$ cat src/rtl/console_pkg.sv
// rtl/console_pkg.sv - char codes, default geometry and FSM states for the console text writer
package console_pkg;

  localparam int         DEF_COLS      = 100;
  localparam int         DEF_ROWS      = 30;
  localparam int         DEF_ADDR_W    = 12;
  localparam logic [7:0] DEF_FILL_CHAR = 8'h20;

  localparam logic [7:0] CH_BS       = 8'h08;
  localparam logic [7:0] CH_TAB      = 8'h09;
  localparam logic [7:0] CH_LF       = 8'h0A;
  localparam logic [7:0] CH_FF       = 8'h0C;
  localparam logic [7:0] CH_CR       = 8'h0D;
  localparam logic [7:0] CH_PRINT_LO = 8'h20;
  localparam logic [7:0] CH_PRINT_HI = 8'h7E;

  typedef enum logic [1:0] {
    S_CLR_ALL  = 2'd0,
    S_IDLE     = 2'd1,
    S_CLR_LINE = 2'd2
  } state_e;

  function automatic logic is_printable(input logic [7:0] c);
    return (c >= CH_PRINT_LO) && (c <= CH_PRINT_HI);
  endfunction

endpackage

$ cat src/rtl/fill_sequencer.sv
// rtl/fill_sequencer.sv - walks len consecutive addresses from base, one per cycle
module fill_sequencer
  import console_pkg::*;
#(
  parameter int ADDR_W = DEF_ADDR_W
) (
  input  logic              clk,
  input  logic              rst,
  input  logic              start_i,
  input  logic [ADDR_W-1:0] base_i,
  input  logic [ADDR_W-1:0] len_i,
  output logic [ADDR_W-1:0] addr_o,
  output logic              en_o,
  output logic              done_o
);

  logic              active_q;
  logic [ADDR_W-1:0] cnt_q;
  logic [ADDR_W-1:0] base_q;
  logic [ADDR_W-1:0] len_q;
  logic              last;

  assign last = (cnt_q == len_q - ADDR_W'(1));

  // Latch base/len on start, then count 0..len-1 and drop back to idle with the counter cleared
  always_ff @(posedge clk or posedge rst) begin
    if (rst) begin
      active_q <= 1'b0;
      cnt_q    <= '0;
      base_q   <= '0;
      len_q    <= '0;
    end else if (!active_q) begin
      if (start_i) begin
        active_q <= 1'b1;
        cnt_q    <= '0;
        base_q   <= base_i;
        len_q    <= len_i;
      end
    end else if (last) begin
      active_q <= 1'b0;
      cnt_q    <= '0;
    end else begin
      cnt_q <= cnt_q + ADDR_W'(1);
    end
  end

  assign addr_o = base_q + cnt_q;
  assign en_o   = active_q;
  assign done_o = active_q && last;

endmodule

$ cat src/rtl/console_text_writer.sv
// rtl/console_text_writer.sv - byte stream to text video RAM writer with cursor; CONSOLE_AUTOWRAP_EN wraps at the last column
module console_text_writer
  import console_pkg::*;
#(
  parameter int         COLS      = DEF_COLS,
  parameter int         ROWS      = DEF_ROWS,
  parameter int         ADDR_W    = DEF_ADDR_W,
  parameter logic [7:0] FILL_CHAR = DEF_FILL_CHAR
) (
  input  logic              clk,
  input  logic              rst,
  input  logic [7:0]        in_data,
  input  logic              in_valid,
  output logic              in_ready,
  output logic [ADDR_W-1:0] w_addr,
  output logic [7:0]        w_data,
  output logic              w_en,
  output logic [4:0]        cur_row,
  output logic [6:0]        cur_col,
  output logic              busy
);

  state_e            state_q, state_d;
  logic [4:0]        row_q, row_d;
  logic [6:0]        col_q, col_d;
  logic [ADDR_W-1:0] row_base_q, row_base_d;
  logic [ADDR_W-1:0] w_addr_q, w_addr_d;
  logic [7:0]        w_data_q, w_data_d;
  logic              w_en_q, w_en_d;
  logic              in_ready_q, in_ready_d;
  logic              busy_q, busy_d;

  logic              seq_start;
  logic [ADDR_W-1:0] seq_base, seq_len, seq_addr;
  logic              seq_en, seq_done;
  logic              adv;
  logic [7:0]        tab_next;
  logic [6:0]        tab_col;

  fill_sequencer #(.ADDR_W(ADDR_W)) u_fill (
    .clk     (clk),
    .rst     (rst),
    .start_i (seq_start),
    .base_i  (seq_base),
    .len_i   (seq_len),
    .addr_o  (seq_addr),
    .en_o    (seq_en),
    .done_o  (seq_done)
  );

  // Next tab stop is the next multiple of 8, clamped to the last column
  always_comb begin
    tab_next = {1'b0, col_q[6:3] + 4'd1, 3'b000};
    tab_col  = (tab_next >= 8'(COLS - 1)) ? 7'(COLS - 1) : tab_next[6:0];
  end

  // State register plus all registered outputs
  always_ff @(posedge clk or posedge rst) begin
    if (rst) begin
      state_q    <= S_CLR_ALL;
      row_q      <= '0;
      col_q      <= '0;
      row_base_q <= '0;
      w_addr_q   <= '0;
      w_data_q   <= '0;
      w_en_q     <= 1'b0;
      in_ready_q <= 1'b0;
      busy_q     <= 1'b1;
    end else begin
      state_q    <= state_d;
      row_q      <= row_d;
      col_q      <= col_d;
      row_base_q <= row_base_d;
      w_addr_q   <= w_addr_d;
      w_data_q   <= w_data_d;
      w_en_q     <= w_en_d;
      in_ready_q <= in_ready_d;
      busy_q     <= busy_d;
    end
  end

  // Next-state: drive clears through the sequencer, interpret accepted bytes in idle
  always_comb begin
    state_d    = state_q;
    row_d      = row_q;
    col_d      = col_q;
    row_base_d = row_base_q;
    w_addr_d   = w_addr_q;
    w_data_d   = w_data_q;
    w_en_d     = 1'b0;
    seq_start  = 1'b0;
    seq_base   = '0;
    seq_len    = '0;
    adv        = 1'b0;

    case (state_q)
      S_CLR_ALL, S_CLR_LINE: begin
        seq_start = !seq_en;
        seq_base  = (state_q == S_CLR_ALL) ? '0 : row_base_q;
        seq_len   = (state_q == S_CLR_ALL) ? ADDR_W'(COLS * ROWS) : ADDR_W'(COLS);
        if (seq_en) begin
          w_en_d   = 1'b1;
          w_addr_d = seq_addr;
          w_data_d = FILL_CHAR;
        end
        if (seq_done) state_d = S_IDLE;
      end
      S_IDLE: begin
        if (in_valid && in_ready_q) begin
          if (is_printable(in_data)) begin
            w_en_d   = 1'b1;
            w_addr_d = row_base_q + ADDR_W'(col_q);
            w_data_d = in_data;
            if (col_q != 7'(COLS - 1)) begin
              col_d = col_q + 7'd1;
            end else begin
`ifdef CONSOLE_AUTOWRAP_EN
              col_d = '0;
              adv   = 1'b1;
`else
              col_d = col_q;
`endif
            end
          end else begin
            case (in_data)
              CH_CR:  col_d = '0;
              CH_LF: begin
                col_d = '0;
                adv   = 1'b1;
              end
              CH_BS: begin
                if (col_q != '0) begin
                  col_d    = col_q - 7'd1;
                  w_en_d   = 1'b1;
                  w_addr_d = row_base_q + ADDR_W'(col_q - 7'd1);
                  w_data_d = FILL_CHAR;
                end
              end
              CH_TAB: col_d = tab_col;
              CH_FF: begin
                row_d      = '0;
                col_d      = '0;
                row_base_d = '0;
                state_d    = S_CLR_ALL;
              end
              default: ;
            endcase
          end
        end
      end
      default: state_d = S_CLR_ALL;
    endcase

    // Row advance wraps to the top (no scroll) and always clears the new row
    if (adv) begin
      if (row_q == 5'(ROWS - 1)) begin
        row_d      = '0;
        row_base_d = '0;
      end else begin
        row_d      = row_q + 5'd1;
        row_base_d = row_base_q + ADDR_W'(COLS);
      end
      state_d = S_CLR_LINE;
    end

    in_ready_d = (state_d == S_IDLE);
    busy_d     = (state_d != S_IDLE);
  end

  assign in_ready = in_ready_q;
  assign busy     = busy_q;
  assign w_addr   = w_addr_q;
  assign w_data   = w_data_q;
  assign w_en     = w_en_q;
  assign cur_row  = row_q;
  assign cur_col  = col_q;

endmodule

$ cat config.mk
export PLATFORM = sky130hd
export DESIGN_NAME = console_text_writer
export DESIGN_NICKNAME = d
export VERILOG_FILES = /design/src/rtl/console_pkg.sv /design/src/rtl/fill_sequencer.sv /design/src/rtl/console_text_writer.sv
export SDC_FILE = /design/constraint.sdc
export NUM_CORES = 1
export LEC_CHECK = 0
export BUFFER_PORTS_ARGS = -buffer_cell sky130_fd_sc_hd__buf_2
export CAP_MARGIN = 20
export CORE_ASPECT_RATIO = 1.2
export CORE_MARGIN = 2
export CORE_UTILIZATION = 25
export CTS_CLUSTER_DIAMETER = 200
export DETAILED_ROUTE_END_ITERATION = 10
export SETUP_SLACK_MARGIN = 0.4
export SYNTH_ARGS = -nofsm -noshare
export SYNTH_HDL_FRONTEND = slang
export SYNTH_SLANG_ARGS = --single-unit
export TNS_END_PERCENT = 1
$ cat constraint.sdc
create_clock -name clk -period 3.76 [get_ports clk]
set_input_delay 0.376 -clock clk [delete_from_list [all_inputs] [get_ports clk]]
set_output_delay 0.376 -clock clk [all_outputs]
set_load 0.02 [all_outputs]
==> results of run 1 <==
placed cells by master, fill, tap and decap left out, types with 4 or more instances in the layout:
cell,Yosys,layout
o21ai_0,56,56
nand3_1,38,38
a31oi_1,7,7
buf_4,0,11
o211ai_1,5,5
xor2_1,15,15
inv_1,19,18
nor3_1,13,13
nor2_1,47,47
o21bai_1,5,5
buf_2,6,45
clkbuf_16,0,9
nand2b_1,5,5
a21o_1,7,7
or3_1,5,5
o21a_1,6,6
o31ai_1,7,7
a211oi_1,7,7
ha_1,35,35
dfrtp_1,73,71
nand4_1,7,7
xnor2_1,20,20
nand2_1,95,95
nor2b_1,4,4
a21oi_1,36,35
and3_1,12,12
power groups by stage:
stage,registers (mW),logic [mW],clock network (mW)
CTS,0.796,0.0608,0.984
global placement,0.811,0.0610,0
global route,0.796,0.0666,1.01
finish,0.796,0.0596,0.967
detailed placement,0.811,0.0605,0
floorplan,0.811,0.0341,0
cells in the mapped netlist (2+ instances only):
library cell	instances
a211oi_1	7
a21o_1	7
a21oi_1	36
a22o_1	3
a31oi_1	7
a32oi_1	2
a41oi_1	2
and2_1	2
and3_1	12
buf_2	6
buf_6	3
clkbuf_1	17
dfrtp_1	73
ha_1	35
inv_1	19
mux2i_1	3
nand2_1	95
nand2b_1	5
nand3_1	38
nand3b_1	3
nand4_1	7
nand4b_1	2
nor2_1	47
nor2b_1	4
nor3_1	13
nor4_1	3
nor4_4	2
o211a_1	2
o211ai_1	5
o21a_1	6
o21ai_0	56
o21bai_1	5
o22ai_1	2
o31ai_1	7
o32ai_1	3
o41ai_1	2
or3_1	5
xnor2_1	20
xor2_1	15
final cells by class:
cell class | instances | area [um^2]
clock buffer | 12 | 256
clock inverter | 4 | 73.8
fill | 2180 | 14300
inverter | 21 | 86.3
multi-input combinational | 490 | 3090
sequential | 74 | 1860
tap | 265 | 332
timing repair buffer | 56 | 308
stage by stage:
step                      setup slack (ns)  cells  instance area, um^2
after detailed placement             0.532    902                 5630
after CTS                            0.517    918                 5960
after global placement               0.605    902                 5630
after floorplan                      0.626    612                 5150
after global routing                 0.425    922                 6000
final                                0.639    922                 6000
worst min path at each step:
stage                            from                 to  cells past startpoint
floorplan           u_fill.base_q[10]  u_fill.base_q[10]                      2
global placement            w_data[3]          w_data[3]                      2
detailed placement          w_data[3]          w_data[3]                      2
CTS                               rst         cur_row[3]                      2
global route                      rst         cur_row[3]                      2
finish                            rst         cur_row[3]                      2
repair_timing:
| item | CTS | global route |
|---|---|---|
| endpoints found under the setup margin | 0 | 2 |
| buffers inserted | 0 | 4 |
| hold endpoints to repair | 0 | 0 |
| resized for setup | 0 | 3 |
state kept, by name, summed over array words and instances (netlist names):
signal         cells
busy               1
cur_col            7
cur_row            5
in_ready           1
row_base_q        10
state_q            2
u_fill.base_q     11
u_fill.cnt_q      12
u_fill.en_o        1
u_fill.len_q       3
w_addr            12
w_data             8
w_en               1
metal layers:
metal | GRT usage (%) | wire length [um]
met1 | 16.2 | 6260
met2 | 22.2 | 6820
met3 | 2.10 | 484
met4 | 5.68 | 390
met5 | 0 | 0
kinds of logic (layout without fill, tap and decap cells):
| group | after synthesis | count (layout) |
|---|---|---|
| multiplexers | 3 | 3 |
| buffers and inverters | 48 | 93 |
| XOR/XNOR | 35 | 35 |
| other | 1 | 1 |
| AND/OR/NAND/NOR | 246 | 246 |
| adder cells (fa/ha/maj) | 36 | 36 |
| AO/OA/AOI/OAI | 169 | 169 |
| flip-flops | 74 | 74 |
critical path, delay by kind of cell (launching register included):
| kind | cells | cell delay (ns) |
|---|---|---|
| xor+xnor | 1 | 0.18 |
| compound gates | 3 | 0.42 |
| buf+inv | 1 | 0.17 |
| fa+ha+maj | 2 | 0.56 |
| flops | 1 | 0.48 |
| simple gates | 5 | 1.19 |
==> impl_metrics.py, run 1 <==
metrics = {
    "global_routing": {
        "antenna_found_initial": 0,
        "grt_use_total_pct": 13.0,
        "overflow": 0,
        "first_global_vias": 4371,
        "grt_max_degree": 50,
        "grt_pass1_wl_um": 22700,
    },
    "sta": {
        "setup_viol": 0,
        "fin_crit_ns": 3.12,
        "finalMaxSlewViolations": 0,
        "slew_headroom_pct": 40.9,
        "setup_tns_ns": 0,
        "fmax_mhz": 320,
        "finClkSkew_ns": 0.00723,
        "period_share_pct": 83.0,
        "rsz0062_at_grt": "false",
        "worst_pin_slew_ns": 0.887,
        "hold_viol": 0,
        "whs_ns": 0.180,
    },
    "setup_path": {
        "r2r_cells": 12,
        "critical_path.max_stage_delay_ns": 0.48,
        "crit_fanout": 10,
        "cp-start-kind": "flip-flop",
        "r2r_start": "cur_col[0]",
        "critPathRequiredTime_ns": 3.97,
        "r2r_end": "w_addr[10]",
        "endpoint_kind": "flip-flop",
        "cp-endpoint": "w_addr[10]",
        "cp.arrival_ns": 3.34,
        "crit_chain": "inv_1 -> ha_1 -> nand2_1 -> or3_1 -> nor2_1 -> xor2_1 -> ha_1 -> and3_1 -> o211a_1 -> or3_1 -> a32oi_1 -> o31ai_1",
        "critPathKind": "reg -> reg",
        "cp-startpoint": "cur_col[0]",
        "reg2reg_slack_ns": 0.64,
        "worst_path_max_delay_cell": "dfrtp_1",
    },
    "power": {
        "p_total_mw": 1.82,
        "power.leakage_nw": 2.84,
        "switching_power_mw": 0.392,
        "pwr-share-comb_pct": 3.3,
        "switching_share_pct": 21.5,
        "ir_drop_mv": 0.185,
        "clockPowerShare_pct": 53.0,
        "p_int_mw": 1.43,
        "p_seq_share_pct": 43.7,
        "p_per_area_nw_per_um2": 304,
    },
    "place": {
        "port_buffers": 45,
        "gp_congestion": 0.878,
        "place_hpwl_um": 10200,
    },
    "routing": {
        "via_per_inst": 5.05,
        "vias": 4660,
        "drtAntennaViolNets": 0,
        "wl_um": 14000,
        "routedWlPerCell_um": 15.1,
        "dr.pass1.iters": 5,
        "drcViolationCount": 0,
        "drt_iter0_markers": 260,
    },
    "synth": {
        "synthArstFlopShare_pct": 100,
        "synth-compound-area-share_pct": 21.2,
        "synth_top_area_share_pct": 35.5,
        "yosys.area_share.simple_pct": 23.1,
        "syn_inst": 612,
        "ys_types": 70,
        "ys.flop_type": "dfrtp_1",
        "synth_xor_area_share_pct": 5.95,
        "synthAdderAreaFrac_pct": 8.89,
        "synth_edf_count": 0,
        "ys_seq_elements": 74,
        "synth_area_leaders": "dfrtp_1 35%, ha_1 8.5%, nand2_1 6.9%",
        "synth_mux_area_share_pct": 0.583,
        "yosys.area.top_type": "dfrtp_1",
        "syn_area_um2": 5150,
        "synth_area_per_cell_um2": 8.42,
        "yosysWarnings": 0,
        "synth_top_family_by_area": "simple AND/OR/NAND/NOR gates",
        "yosysSeqAreaShare_pct": 36.0,
        "syn_nets": 659,
    },
    "clocking": {
        "cts_max_path_buffers": 2,
        "clkTransAtPathRegs_ns": 0.06,
        "clk_latency_ns": 0.34,
        "hold_buffers": 0,
        "htree_levels": 3,
        "cts_tree": "done",
        "cts_buffers": 9,
        "cts.sinks": 74,
        "cts_root_buf": "clkbuf_16",
    },
    "floorplanning": {
        "io_pins": 46,
        "core_um2": 20300,
        "initial_utilization_pct": 25.4,
        "dieArea_um2": 21800,
        "die_height_um": 161,
        "row_count": 57,
        "die_x_um": 135,
    },
    "worst_hold_path": {
        "hold_class": "in -> async",
    },
    "layout": {
        "fin_util_pct": 29.6,
        "area_delta_synth_final_pct": 16.4,
        "drive_gt1_share_pct": 13.5,
        "n_antenna_cell": 0,
        "nets": 699,
    },
    "status": {
        "status": "completed",
    },
    "job": {
        "drv_cap": 0,
    },
}
(Power assumes the default switching activity.)
==> inputs of run 2 (changes only) <==
- clock period: 3.76 -> 3.2 ns (I/O delays scaled with it)
==> impl_metrics.py, run 2 (synthesis gave the netlist of run 1 again) <==
metrics = {
    "clocking": {
        "clk_latency_ns": 0.35,
        "clkTransAtPathRegs_ns": 0.06,
        "cts_root_buf": "clkbuf_16",
        "htree_levels": 3,
        "cts_tree": "done",
        "cts_buffers": 9,
        "cts.sinks": 74,
        "cts_max_path_buffers": 2,
    },
    "routing": {
        "dr.pass1.iters": 5,
        "drtAntennaViolNets": 0,
        "wl_um": 15000,
        "via_per_inst": 5.02,
        "drt_iter0_markers": 176,
        "routedWlPerCell_um": 15.8,
        "drcViolationCount": 0,
        "vias": 4780,
    },
    "sta": {
        "setup_viol": 0,
        "fin_crit_ns": 2.74,
        "worst_pin_slew_ns": 0.789,
        "finalMaxSlewViolations": 0,
        "setup_tns_ns": 0,
        "fin_ws_ns": 0.457,
        "hold_viol": 0,
        "period_share_pct": 85.7,
        "finClkSkew_ns": 0.00914,
        "whs_ns": 0.0857,
        "rsz0062_at_grt": "true",
        "fmax_mhz": 365,
        "slew_headroom_pct": 47.4,
    },
    "place": {
        "gp_congestion": 0.876,
        "place_hpwl_um": 11000,
        "pre_cts_ws_ns": 0.214,
        "post_dp_cell_area_um2": 5800,
        "placedCellCount": 919,
        "port_buffers": 45,
    },
    "layout": {
        "layout_commonest_cell": "nand2_1",
        "drive_gt1_share_pct": 21.8,
        "n_antenna_cell": 0,
        "final_cell_mix": "93 x nand2_1, 70 x dfrtp_1, 53 x o21ai_0",
        "fillers": 2159,
        "postLayoutCellArea_um2": 6430,
        "fin_cells": 953,
        "nets": 730,
        "fin_util_pct": 31.7,
        "area_delta_synth_final_pct": 24.8,
    },
    "global_routing": {
        "grt_use_total_pct": 13.9,
        "antenna_found_initial": 0,
        "grt_pass1_wl_um": 24100,
        "grt_max_degree": 41,
        "first_global_vias": 4618,
        "overflow": 0,
    },
    "floorplanning": {
        "core_um2": 20300,
        "initial_utilization_pct": 25.4,
        "dieArea_um2": 21800,
        "die_height_um": 161,
        "io_pins": 46,
        "die_x_um": 135,
        "row_count": 57,
    },
    "power": {
        "ir_drop_mv": 0.183,
        "power.leakage_nw": 2.97,
        "p_per_area_nw_per_um2": 324,
        "p_total_mw": 2.08,
    },
    "setup_path": {
        "critPathRequiredTime_ns": 3.46,
        "cp-start-kind": "flip-flop",
        "crit_fanout": 7,
        "critPathKind": "reg -> reg",
        "cp.arrival_ns": 3.00,
        "endpoint_kind": "flip-flop",
    },
    "job": {
        "drv_cap": 0,
    },
    "worst_hold_path": {
        "hold_class": "in -> async",
    },
    "status": {
        "status": "completed",
    },
}
-- run 2: layout make-up --
type                            count  area (um^2)  share of cell area (%)
Multi-Input combinational cell    490         3300                    51.3
Sequential cell                    74         1860                    28.9
Timing Repair Buffer               87          544                    8.47
Tap cell                          265          332                    5.16
Clock buffer                       10          239                    3.72
Inverter                           21         88.8                    1.38
Clock inverter                      6         72.6                    1.13
-- run 2: worst max-delay path, cell delays in order (launching register included) --
cell	delay, ns
dfrtp_2	0.43
buf_6	0.15
o31ai_4	0.25
nand2_2	0.11
nor4_4	0.22
buf_4	0.18
ha_4	0.21
o21a_4	0.22
o2bb2ai_4	0.13
nor2b_1	0.06
a311o_1	0.32
xnor2_1	0.15
a211oi_1	0.23
-- run 2: worst paths after layout --
kind,from,to,slack [ns],depth (start not counted)
hold / removal,rst,cur_row[0],0.09,2
hold reg to reg,w_data[3],w_data[3],0.47,2
min in group clk,in_data[3],w_data[3],0.26,3
max in group asynchronous,rst,busy,2.32,3
setup reg to reg,cur_col[0],w_addr[11],0.46,12
setup / recovery,cur_col[0],w_addr[11],0.46,12
-- run 2: what timing repair did --
action                                  in CTS  in global routing
endpoints found under the setup margin       2                 16
hold buffers                                 0                  0
gates resized for setup                     12                 27
buffers inserted                             8                 10
pin swaps                                    8                 14
-- run 2: where the power goes --
part           total [mW]  internal, mW  switching, mW
sequential          0.935         0.935              0
combinational      0.0773        0.0212         0.0560
clock                1.07         0.633          0.438
total                2.08          1.59          0.494
-- run 2: routing by layer --
metal / vias to the layer above / track usage (%) / part of all wire, %
met1: 2336 / 16.9 / 44
met2: 88 / 24.9 / 51
met5: - / 0 / 0
met3: 17 / 2.82 / 3.2
li1: 2339 / - / -
met4: 0 / 3.74 / 1.5
==> inputs of run 3 (changes only) <==
- ABC_AREA: unset -> 1
==> impl_metrics.py, run 3 <==
metrics = {
    "synth": {
        "synthAdderAreaFrac_pct": 8.28,
        "synth_top_family_by_area": "simple AND/OR/NAND/NOR gates",
        "ys.flop_type": "dfrtp_1",
        "yosysSeqAreaShare_pct": 33.5,
        "ys_types": 41,
        "syn_inst": 815,
        "synthArstFlopShare_pct": 100,
        "synth_mux_area_share_pct": 0,
        "yosys.area_share.simple_pct": 35.8,
        "synth_top_area_share_pct": 33.0,
        "synth-compound-area-share_pct": 9.71,
        "synth_xor_area_share_pct": 3.96,
        "ys_seq_elements": 74,
        "synth_area_leaders": "dfrtp_1 33%, nand2_1 18%, ha_1 7.9%",
        "syn_nets": 862,
        "yosysMostFrequentCell": "nand2_1",
        "synth_edf_count": 0,
        "yosys.area.top_type": "dfrtp_1",
        "yosysWarnings": 0,
        "synth_area_per_cell_um2": 6.78,
        "synth_common_cells": "260 x nand2_1, 96 x inv_1, 78 x nor2_1",
        "syn_area_um2": 5530,
    },
    "clocking": {
        "htree_levels": 3,
        "cts.sinks": 74,
        "cts_tree": "done",
        "cts_root_buf": "clkbuf_16",
        "cts_max_path_buffers": 2,
        "clkTransAtPathRegs_ns": 0.07,
        "clk_latency_ns": 0.35,
        "cts_buffers": 9,
    },
    "status": {
        "status": "completed",
    },
    "routing": {
        "drtAntennaViolNets": 0,
        "drcViolationCount": 0,
        "drt_iter0_markers": 369,
        "via_per_inst": 4.58,
        "wl_um": 15000,
        "vias": 5230,
        "dr.pass1.iters": 7,
        "routedWlPerCell_um": 13.2,
    },
    "sta": {
        "finClkSkew_ns": 0.00866,
        "period_share_pct": 80.3,
        "fin_crit_ns": 2.57,
        "finalMaxSlewViolations": 0,
        "worst_pin_slew_ns": 0.719,
        "fmax_mhz": 389,
        "fin_ws_ns": 0.632,
        "rsz0062_at_grt": "true",
        "slew_headroom_pct": 52.1,
        "hold_viol": 0,
        "setup_viol": 0,
        "setup_tns_ns": 0,
        "whs_ns": 0.0583,
    },
    "setup_path": {
        "endpoint_kind": "flip-flop",
        "critPathKind": "reg -> reg",
        "crit_fanout": 7,
        "critical_path.max_stage_delay_ns": 0.44,
        "worst_path_max_delay_cell": "dfrtp_2",
        "crit_chain": "clkinvlp_4 -> ha_1 -> a21oi_1 -> xor2_1 -> nand2_1 -> o21ai_0 -> ha_1 -> nand2_1 -> inv_1 -> nand2_1 -> nand2_1 -> a21oi_1 -> xnor2_1 -> nand2_1 -> nand2_1 -> nand2_1 -> nand2_1",
        "cp-start-kind": "flip-flop",
        "reg2reg_slack_ns": 0.63,
        "crit_top_cell": "nand2_1",
        "critPathRequiredTime_ns": 3.49,
        "cp.arrival_ns": 2.86,
    },
    "global_routing": {
        "overflow": 0,
        "grt_pass1_wl_um": 24800,
        "grt_max_degree": 39,
        "grt_use_total_pct": 13.0,
        "first_global_vias": 5056,
        "antenna_found_initial": 0,
    },
    "layout": {
        "nets": 909,
        "fin_util_pct": 29.3,
        "area_delta_synth_final_pct": 14.9,
        "drive_gt1_share_pct": 11.1,
        "n_antenna_cell": 0,
        "layout_commonest_cell": "nand2_1",
        "fin_cells": 1141,
        "final_cell_mix": "260 x nand2_1, 95 x inv_1, 78 x nor2_1",
    },
    "place": {
        "port_buffers": 45,
        "pre_cts_ws_ns": 0.520,
        "gp_congestion": 0.860,
        "placedCellCount": 1123,
        "place_hpwl_um": 11700,
    },
    "power": {
        "ir_drop_mv": 0.171,
        "p_per_area_nw_per_um2": 323,
        "power.leakage_nw": 3.37,
    },
    "floorplanning": {
        "initial_utilization_pct": 25.5,
        "core_um2": 21700,
        "dieArea_um2": 23300,
        "row_count": 59,
        "io_pins": 46,
        "die_x_um": 140,
        "die_height_um": 167,
    },
    "job": {
        "drv_cap": 0,
    },
    "worst_hold_path": {
        "hold_class": "in -> async",
    },
}
## run 3: cell types whose count changed after synthesis, moves of 11 or more
cell | previous run | this run
nand2_1 | 95 | 260
inv_1 | 19 | 96
nand3_1 | 38 | 77
nor2_1 | 47 | 78
o21ai_0 | 56 | 35
xnor2_1 | 20 | 2
clkbuf_1 | 17 | 4
o21ai_1 | 0 | 12
and3_1 | 12 | 1
## run 3: through the flow
step	instance area (um^2)	power (mW)
detailed placement	6040	1.06
finish	6350	2.05
global placement	6040	1.06
CTS	6330	2.08
global route	6350	2.12
floorplan	5530	1.02
## run 3: what timing repair did
action | 4_1_cts | 5_1_grt
setup endpoints to repair | 0 | 8
resized for setup | 0 | 4
setup buffers | 0 | 2
hold endpoints to repair | 0 | 0
hold buffers | 0 | 0
## run 3: logic make-up after synthesis
family | Yosys count
other cells | 1
flops | 74
compound gates | 97
simple gates | 463
fa+ha+maj | 36
buf+inv | 119
xor+xnor | 25
## run 3: worst paths after layout
path                       startpoint          endpoint  depth (start not counted)
setup / recovery           cur_col[3]         w_addr[7]                         17
min in group clk           in_data[6]         w_data[6]                          3
max in group asynchronous         rst        cur_col[0]                          3
hold / removal                    rst  u_fill.base_q[1]                          2
hold reg to reg             w_addr[3]         w_addr[3]                          2
setup reg to reg           cur_col[3]         w_addr[7]                         17
## run 3: where the power goes
group	total [mW]	switching, mW	internal [mW]	leakage, nW
combinational	0.104	0.0730	0.0314	2.36
sequential	0.935	0	0.935	0.875
clock	1.01	0.443	0.571	0.138
## run 3: final cells by class
cell class / count / area [um^2]
Fill cell: 2433 / 15400
Multi-Input combinational cell: 622 / 3190
Sequential cell: 74 / 1860
Inverter: 104 / 395
Tap cell: 274 / 343
Timing Repair Buffer: 51 / 270
Clock buffer: 11 / 253
Clock inverter: 5 / 37.5
## run 3: per-layer routing
metal	part of all wire, %	GRT usage, %	vias up
met5	0	0	-
li1	-	-	2708
met4	1.4	3.74	0
met3	2.2	1.98	19
met1	43	15.4	2440
met2	53	24.2	63
## run 3: critical path, delay by kind of cell, from the launching register on
family / cells / cell delay [ns]
compound gates: 3 / 0.45
xor+xnor: 2 / 0.33
fa+ha+maj: 2 / 0.55
buf+inv: 2 / 0.23
flops: 1 / 0.44
simple gates: 8 / 0.49
